**src/rtl/alu_writeback.sv**
```systemverilog
// rtl/alu_writeback.sv - ALU result writeback queue feeding the register file and hi/lo
// Define WB_BYPASS_EN to forward pending queue entries to the read ports and hi/lo outputs.
module alu_writeback #(
  parameter int DEPTH = 2,
  parameter int NREG  = 32
) (
  input  logic        clk,
  input  logic        reset,
  input  logic        in_valid,
  output logic        in_ready,
  input  logic [31:0] instr_ID,
  input  logic [4:0]  rd_addr,
  input  logic [31:0] rd_data,
  input  logic [31:0] hi_in,
  input  logic [31:0] lo_in,
  input  logic        wb_stall,
  input  logic [4:0]  rs_addr,
  input  logic [4:0]  rt_addr,
  output logic [31:0] rs_data,
  output logic [31:0] rt_data,
  output logic [31:0] hi,
  output logic [31:0] lo,
  output logic        busy
);

  localparam int PW = (DEPTH > 1) ? $clog2(DEPTH) : 1;
  localparam int CW = $clog2(DEPTH + 1);
  localparam int AW = (NREG > 1) ? $clog2(NREG) : 1;

  typedef struct packed {
    logic        wr_rd;
    logic        wr_hl;
    logic [4:0]  addr;
    logic [31:0] rd;
    logic [31:0] hi;
    logic [31:0] lo;
  } entry_t;

  entry_t        ent_q [DEPTH];
  entry_t        ent_d [DEPTH];
  logic [PW-1:0] wr_ptr_q, wr_ptr_d;
  logic [PW-1:0] rd_ptr_q, rd_ptr_d;
  logic [CW-1:0] count_q, count_d;
  logic [31:0]   regs_q [NREG];
  logic [31:0]   regs_d [NREG];
  logic [31:0]   hi_q, hi_d;
  logic [31:0]   lo_q, lo_d;

  logic   accept;
  logic   commit;
  logic   dec_wr_rd;
  logic   dec_wr_hl;
  entry_t new_ent;
  entry_t head;

  assign in_ready = (count_q != CW'(DEPTH));
  assign busy     = (count_q != '0);
  assign accept   = in_valid && in_ready;
  assign commit   = busy && !wb_stall;

  always_comb begin
    dec_wr_rd = 1'b0;
    dec_wr_hl = 1'b0;
    if ((instr_ID >= 32'd1 && instr_ID <= 32'd12) || instr_ID == 32'd24 || instr_ID == 32'd25) begin
      dec_wr_rd = 1'b1;
    end else if (instr_ID == 32'd26 || instr_ID == 32'd27) begin
      dec_wr_hl = 1'b1;
    end else if (instr_ID == 32'd28) begin
      dec_wr_rd = 1'b1;
      dec_wr_hl = 1'b1;
    end
  end

  // Class 28 writes lo_in to rd, so the rd value is resolved at accept time.
  always_comb begin
    new_ent       = '0;
    new_ent.wr_rd = dec_wr_rd;
    new_ent.wr_hl = dec_wr_hl;
    new_ent.addr  = rd_addr;
    new_ent.rd    = (instr_ID == 32'd28) ? lo_in : rd_data;
    new_ent.hi    = hi_in;
    new_ent.lo    = lo_in;
  end

  always_comb begin
    ent_d    = ent_q;
    wr_ptr_d = wr_ptr_q;
    rd_ptr_d = rd_ptr_q;
    regs_d   = regs_q;
    hi_d     = hi_q;
    lo_d     = lo_q;
    head     = ent_q[rd_ptr_q];
    if (accept) begin
      ent_d[wr_ptr_q] = new_ent;
      wr_ptr_d        = wr_ptr_q + PW'(1);
    end
    if (commit) begin
      rd_ptr_d = rd_ptr_q + PW'(1);
      if (head.wr_rd && int'(head.addr) < NREG) begin
        regs_d[head.addr[AW-1:0]] = head.rd;
      end
      if (head.wr_hl) begin
        hi_d = head.hi;
        lo_d = head.lo;
      end
    end
    count_d = count_q + CW'(accept) - CW'(commit);
  end

  always_ff @(posedge clk) begin
    if (reset) begin
      wr_ptr_q <= '0;
      rd_ptr_q <= '0;
      count_q  <= '0;
      hi_q     <= '0;
      lo_q     <= '0;
      for (int i = 0; i < NREG; i++) begin
        regs_q[i] <= '0;
      end
      for (int i = 0; i < DEPTH; i++) begin
        ent_q[i] <= '0;
      end
    end else begin
      wr_ptr_q <= wr_ptr_d;
      rd_ptr_q <= rd_ptr_d;
      count_q  <= count_d;
      hi_q     <= hi_d;
      lo_q     <= lo_d;
      regs_q   <= regs_d;
      ent_q    <= ent_d;
    end
  end

  always_comb begin
    rs_data = (int'(rs_addr) < NREG) ? regs_q[rs_addr[AW-1:0]] : 32'd0;
    rt_data = (int'(rt_addr) < NREG) ? regs_q[rt_addr[AW-1:0]] : 32'd0;
    hi      = hi_q;
    lo      = lo_q;
`ifdef WB_BYPASS_EN
    // Walk oldest to youngest so the youngest matching entry wins.
    for (int i = 0; i < DEPTH; i++) begin
      if (CW'(i) < count_q) begin
        if (ent_q[rd_ptr_q + PW'(i)].wr_rd && ent_q[rd_ptr_q + PW'(i)].addr == rs_addr) begin
          rs_data = ent_q[rd_ptr_q + PW'(i)].rd;
        end
        if (ent_q[rd_ptr_q + PW'(i)].wr_rd && ent_q[rd_ptr_q + PW'(i)].addr == rt_addr) begin
          rt_data = ent_q[rd_ptr_q + PW'(i)].rd;
        end
        if (ent_q[rd_ptr_q + PW'(i)].wr_hl) begin
          hi = ent_q[rd_ptr_q + PW'(i)].hi;
          lo = ent_q[rd_ptr_q + PW'(i)].lo;
        end
      end
    end
`endif
  end

endmodule

```
**config.mk**
```make
export PLATFORM = sky130hd
export DESIGN_NAME = alu_writeback
export DESIGN_NICKNAME = d
export VERILOG_FILES = /design/src/rtl/alu_writeback.sv
export SDC_FILE = /design/constraint.sdc
export NUM_CORES = 2
export LEC_CHECK = 0
export CORE_MARGIN = 4
export CORE_UTILIZATION = 63
export DETAILED_ROUTE_END_ITERATION = 8
export PLACE_DENSITY = 0.87
export SYNTH_ARGS = -nofsm -noshare
export SYNTH_HDL_FRONTEND = slang
export SYNTH_SLANG_ARGS = --single-unit
```
**constraint.sdc**
```tcl
create_clock -name clk -period 6.7 [get_ports clk]
set_input_delay 1.34 -clock clk [delete_from_list [all_inputs] [get_ports clk]]
set_output_delay 1.34 -clock clk [all_outputs]
set_load 0.1 [all_outputs]
```
# Word-level counts from Yosys, hierarchy flattened
# Index checks and enable logic that the tools add are counted.
[totals] regBits=1298 input_bits=147 out_inout_bits=130 wordCells=106
[op_classes] n_addsub=4 magnitude_cmp=9 n_eq_ne=6 n_mux=21 n_bitwise=5 reduce_logical=12
[op_table] operator="1024-bit bitwise mux" count=1
[op_table] operator="103-bit 2-to-1 mux" count=4
[op_table] operator="32-bit binary-select mux with 5-bit select" count=2
[op_table] operator="206-bit bitwise mux" count=1
[op_table] operator="32-bit 2-to-1 mux" count=6
[op_table] operator="32-bit demux with 5-bit select" count=1
[op_table] operator="32-bit by 5-bit == test with 1-bit output (second input constant)" count=5
[op_table] operator="103-bit demux with 1-bit select" count=1
[op_table] operator="32-bit by 1-bit >= comparator with 1-bit output (second input constant)" count=1
[op_table] operator="32-bit by 4-bit <= comparator with 1-bit output (second input constant)" count=1
[op_table] operator="6-bit >= comparator (second input constant)" count=3
[op_table] operator="5-bit NOT with 6-bit output" count=3
[op_table] operator="6-bit by 1-bit < comparator with 1-bit output (second input constant)" count=1
[op_table] operator="1-bit logical AND" count=5
[op_table] operator="1-bit 2-to-1 mux" count=5
[op_table] operator="2-bit >= comparator (second input constant)" count=2
[op_table] operator="1-bit NOT with 2-bit output" count=2
[op_table] operator="2-bit AND reduction" count=2
[op_table] operator="1-bit logical OR" count=3
[op_table] operator="1-bit adder (second input constant)" count=2
[op_table] operator="2-bit by 1-bit adder with 2-bit output" count=1
[op_table] operator="2-bit by 1-bit < comparator with 1-bit output (second input constant)" count=1
[op_table] operator="2-bit inequality test (second input constant)" count=1
[op_table] operator="2-bit nonzero test" count=1
[op_table] operator="other kinds (2)" count=2

# Longest topological paths before layout
[logic_depth] word_depth=10 ltp_mapped=10 depth_no_buf=8

# Worst setup path after synthesis
# OpenSTA, ideal clock, no wires.
[synth_timing] kind="input to output" startpoint="in rs_addr[1]" endpoint="out rs_data[0]" arrival_time_ps=3540 required_time_ps=5360 path_slack_ps=1820 path_stages=8 path_buffers=4 path_cell_list="clkbuf_1 buf_2 buf_2 buf_1 mux2i_1 nand2_1 a31oi_1 nand3_1"
[synth_between] elab_chain_cells=4
[synth_lines] item="start: declaration" line="17" text="input logic [4:0] rs_addr,"
[synth_lines] item="5-bit NOT with 6-bit output (implied by the code)" line="135" text="rs_data = (int'(rs_addr) < NREG) ? regs_q[rs_addr[AW-1:0]] : 32'd0;"
[synth_lines] item="32-bit binary-select mux with 5-bit select" line="135"
[synth_lines] item="32-bit 2-to-1 mux (implied by the code) (2 in series)" line="135"
[synth_lines] item="end: declaration" line="19" text="output logic [31:0] rs_data,"
# No other way between the ends. The select of a mux whose other input is x is not followed.

# Final worst setup path
[layout_timing] startpoint="in rt_addr[0]" endpoint="out rt_data[30]"
[layout_between] elab_chain_cells=4
[layout_lines] item="start: declaration" line="18" text="input logic [4:0] rt_addr,"
[layout_lines] item="5-bit NOT with 6-bit output (implied by the code)" line="136" text="rt_data = (int'(rt_addr) < NREG) ? regs_q[rt_addr[AW-1:0]] : 32'd0;"
[layout_lines] item="32-bit binary-select mux with 5-bit select" line="136"
[layout_lines] item="32-bit 2-to-1 mux (implied by the code) (2 in series)" line="136"
[layout_lines] item="end: declaration" line="20" text="output logic [31:0] rt_data,"
# No other way between the ends. The select of a mux whose other input is x is not followed.

==> reports/summary.txt <==
Status: completed
Mux cell area share after synthesis: 17.7%
Remaining DRCs: 0
Slew Viols, Final: 0
Combinational family with the most area after synthesis: simple AND/OR/NAND/NOR gates
Worst Tran Pin Value: 1.26 ns
Longest Clk Path Bufs: 3
Sequential-to-total area share from yosys stat: 40.8%
Mapped Cells: 7086
Post-synth EDFFs: 0
Clk root buf: clkbuf_16
R2R Path End: hi[23]
Number of I/O pins: 277
Starting density of the core: 63.6%
Die area: 106000 sq um
Detailed Route Iter0 Violations: 9121
Setup Fix Bufs, Post-CTS: 0
Number of global-route vias before repair: 55600
Wire per inst: 25.7 um
Critical path's most frequent cell: buf_4
Fin nets: 6994
Post-synthesis simple-gate area fraction: 19.9%
CP max-delay cell: and2_4
Max VDD drop: 0.000237 V
CTS-repair resized insts: 0
Hold Buf Count CTS: 0
Clk slew on worst S/H paths: 0.06 ns
GRT Resource Usage Total: 38.1%
Hpwl dp: 117000 um
Clk_lat worst skew: 0.76 ns
F_max: 182 MHz
Synthesized flop and latch total: 1298
Synth Flop Type: dfxtp_1
Worst path cell trace: clkdlybuf4s50_1, and2_4, buf_4, a22o_1, nor3_1, a31oi_1, nand3_1, buf_4
Worst Path Arrival: 4.15 ns
Buf/Inv on CP: 3
Core area: 100000 sq um
Mapped Area: 63700 sq um
Post-Place Cell Area: 66600 sq um
Finished layout cell area: 71300 sq um
Worst Hold End: ent_q[101]
Share of cells above drive strength 1: 7.21%
Max FO, Critical Path: 36
Cell taking the most area after synthesis: dfxtp_1
GRT overflow: 0
Fillers: 7093
WL final: 214000 um
Internal reg-to-reg setup slack: 2.93 ns
PwrDens: 261 nW/um^2
Final setup violation count: 0
Vias per cell: 7.03
XOR/XNOR share of the synthesized area: 0.0412%
Routability cong.: 0.873
Largest net degree at the start of global routing: 288
Hold Path Stages: 2
Final Hold Vio Count: 0
Slew HR: 15.7%
Max-cap viol count: 0
# rows: 116
Antenna violations before repair: 17
Critical Path RT: 5.36 ns
Final Non-Filler Cells: 8327
Die height: 326 um
Mapped Avg Cell Area: 8.99 sq um
Vias: 58500
CP Class: primary input to primary output
Asr flop ratio synth: 0%
Post-synth cell types: 48
Top-count cell post-synth: dfxtp_1
Hold WC Path Type: register to register
Setup TNS: 0 ns
Synth Area in Adders: 0.0393%
Layout area overhead: 11.9%
Clk_skew: 0.0287 ns
Detailed Routing Iterations Pass 1: 7
R2r worst-path depth: 7
Syn nets: 7235
CP Depth: 8
Detail Route Antenna Nets: 0
Yosys top cell area share: 40.8%
Placed cells: 8063
Crit. End Element: primary output
Startpoint Class: primary input
RSZ-0062 raised after global routing: no
H-tree levels: 4
Leak: 26.0 nW
Hold_sp: ent_q[101]
Global-route wire length before repair: 324000 um
Delay of the slowest critical-path stage: 0.72 ns
Period utilization: 81.9%
CTS Sinks: 1298
Post-synthesis compound-gate area fraction: 16.8%
Main area contributors after synthesis: dfxtp_1, mux2i_1, nand3b_1
Synth warn: 0
Commonest cells in the netlist: dfxtp_1, mux2i_1, nand3b_1
IO Port Bufs: 276
Crit-path leading delay family: buffers and inverters
Reg-to-reg critical path startpoint: rd_ptr_q
CTS tree: built
CTS buffer count: 137
Die X: 326 um
Tmin final: 5.49 ns
cells in the final DEF (no fill, tap or decap), types with 4 or more instances in the layout:
master           count
a211oi_1            64
a21oi_1            264
a22o_1             198
a22oi_1            192
a31oi_1             64
buf_12              36
buf_4              143
bufinv_16           12
clkbuf_1            26
clkbuf_16          142
clkbuf_8            23
clkdlybuf4s50_1    209
clkinv_2            21
clkinv_4             5
clkinvlp_4           8
dfxtp_1           1297
diode_2             17
inv_1                7
inv_6                9
mux2i_1           1122
nand2_1            376
nand2b_1             5
nand2b_2             4
nand3_1            290
nand3_4              6
nand3b_1          1024
nand4_1              6
nand4_4             21
nor2_1             100
nor2_4               5
nor2b_4              4
nor3_1             132
nor4_1              38
o21ai_0            924
o21ai_1            101
or2_2               35
tightest hold or removal path, cell delays in order, from the launching register on:
cell and delay [ns]:
dfxtp_1 0.31, nand2_1 0.05, nand2_1 0.04
per-stage QoR:
| stage | worst slack (ns) | power [mW] | hold slack (ns) | utilization [%] |
|---|---|---|---|---|
| floorplan | 1.82 | 10.0 | 0.415 | - |
| global placement | 1.36 | 10.8 | 0.428 | 66.4 |
| detailed placement | 1.37 | 10.8 | 0.440 | 66.4 |
| CTS | 1.37 | 18.5 | 0.448 | 71.1 |
| global route | 1.23 | 19.0 | 0.472 | 71.1 |
| finish | 1.21 | 18.6 | 0.448 | 71.1 |
metal layers:
layer  GRT usage [%]  part of all wire (%)  vias up
met1            48.7                    37    27900
met2            56.4                    43     4117
met5               0                 0.025        -
met4            25.0                   7.1        8
met3            10.5                    13      981
li1                -                     -    25500
power breakdown:
| part | switching [mW] | internal [mW] | total (mW) |
|---|---|---|---|
| Sequential | 0.113 | 7.86 | 7.97 |
| Clock | 3.24 | 4.62 | 7.85 |
| Combinational | 1.93 | 0.845 | 2.77 |
worst max-delay path by stage:
stage	endpoint	slack [ns]	start
final	rt_data[30]	1.21	rt_addr[0]
after detailed placement	rt_data[30]	1.37	rt_addr[0]
after global placement	rt_data[30]	1.36	rt_addr[0]
after global routing	rt_data[30]	1.23	rt_addr[2]
after CTS	rt_data[30]	1.37	rt_addr[0]
after floorplan	rs_data[0]	1.82	rs_addr[1]
final cells by class:
| class | instances | area [sq um] | share of cell area, % |
|---|---|---|---|
| multi-input cells | 5010 | 35000 | 49.1 |
| flip-flops and latches | 1298 | 26000 | 36.4 |
| clock buffers | 191 | 3970 | 5.56 |
| repair buffers | 391 | 3930 | 5.51 |
| well taps | 1357 | 1700 | 2.38 |
| clock inverters | 56 | 664 | 0.932 |
| diodes | 17 | 42.5 | 0.0597 |
| inverters | 7 | 26.3 | 0.0368 |
cell families after synthesis:
logic type	after synthesis
DFF	1298
muxes	1124
xor gates and xnor gates	3
buffers and inverters	778
AOI/OAI and AO/OA	1821
and+or+nand+nor	2060
adders and majority gates	2
sequential cells by signal, indices dropped and copies added, names as in the netlist:
signal    count
hi           32
count_q       2
ent_q       206
wr_ptr_q      1
rd_ptr_q      1
lo           32
regs_q     1024
Note: power is estimated with default switching activity, not from simulation.
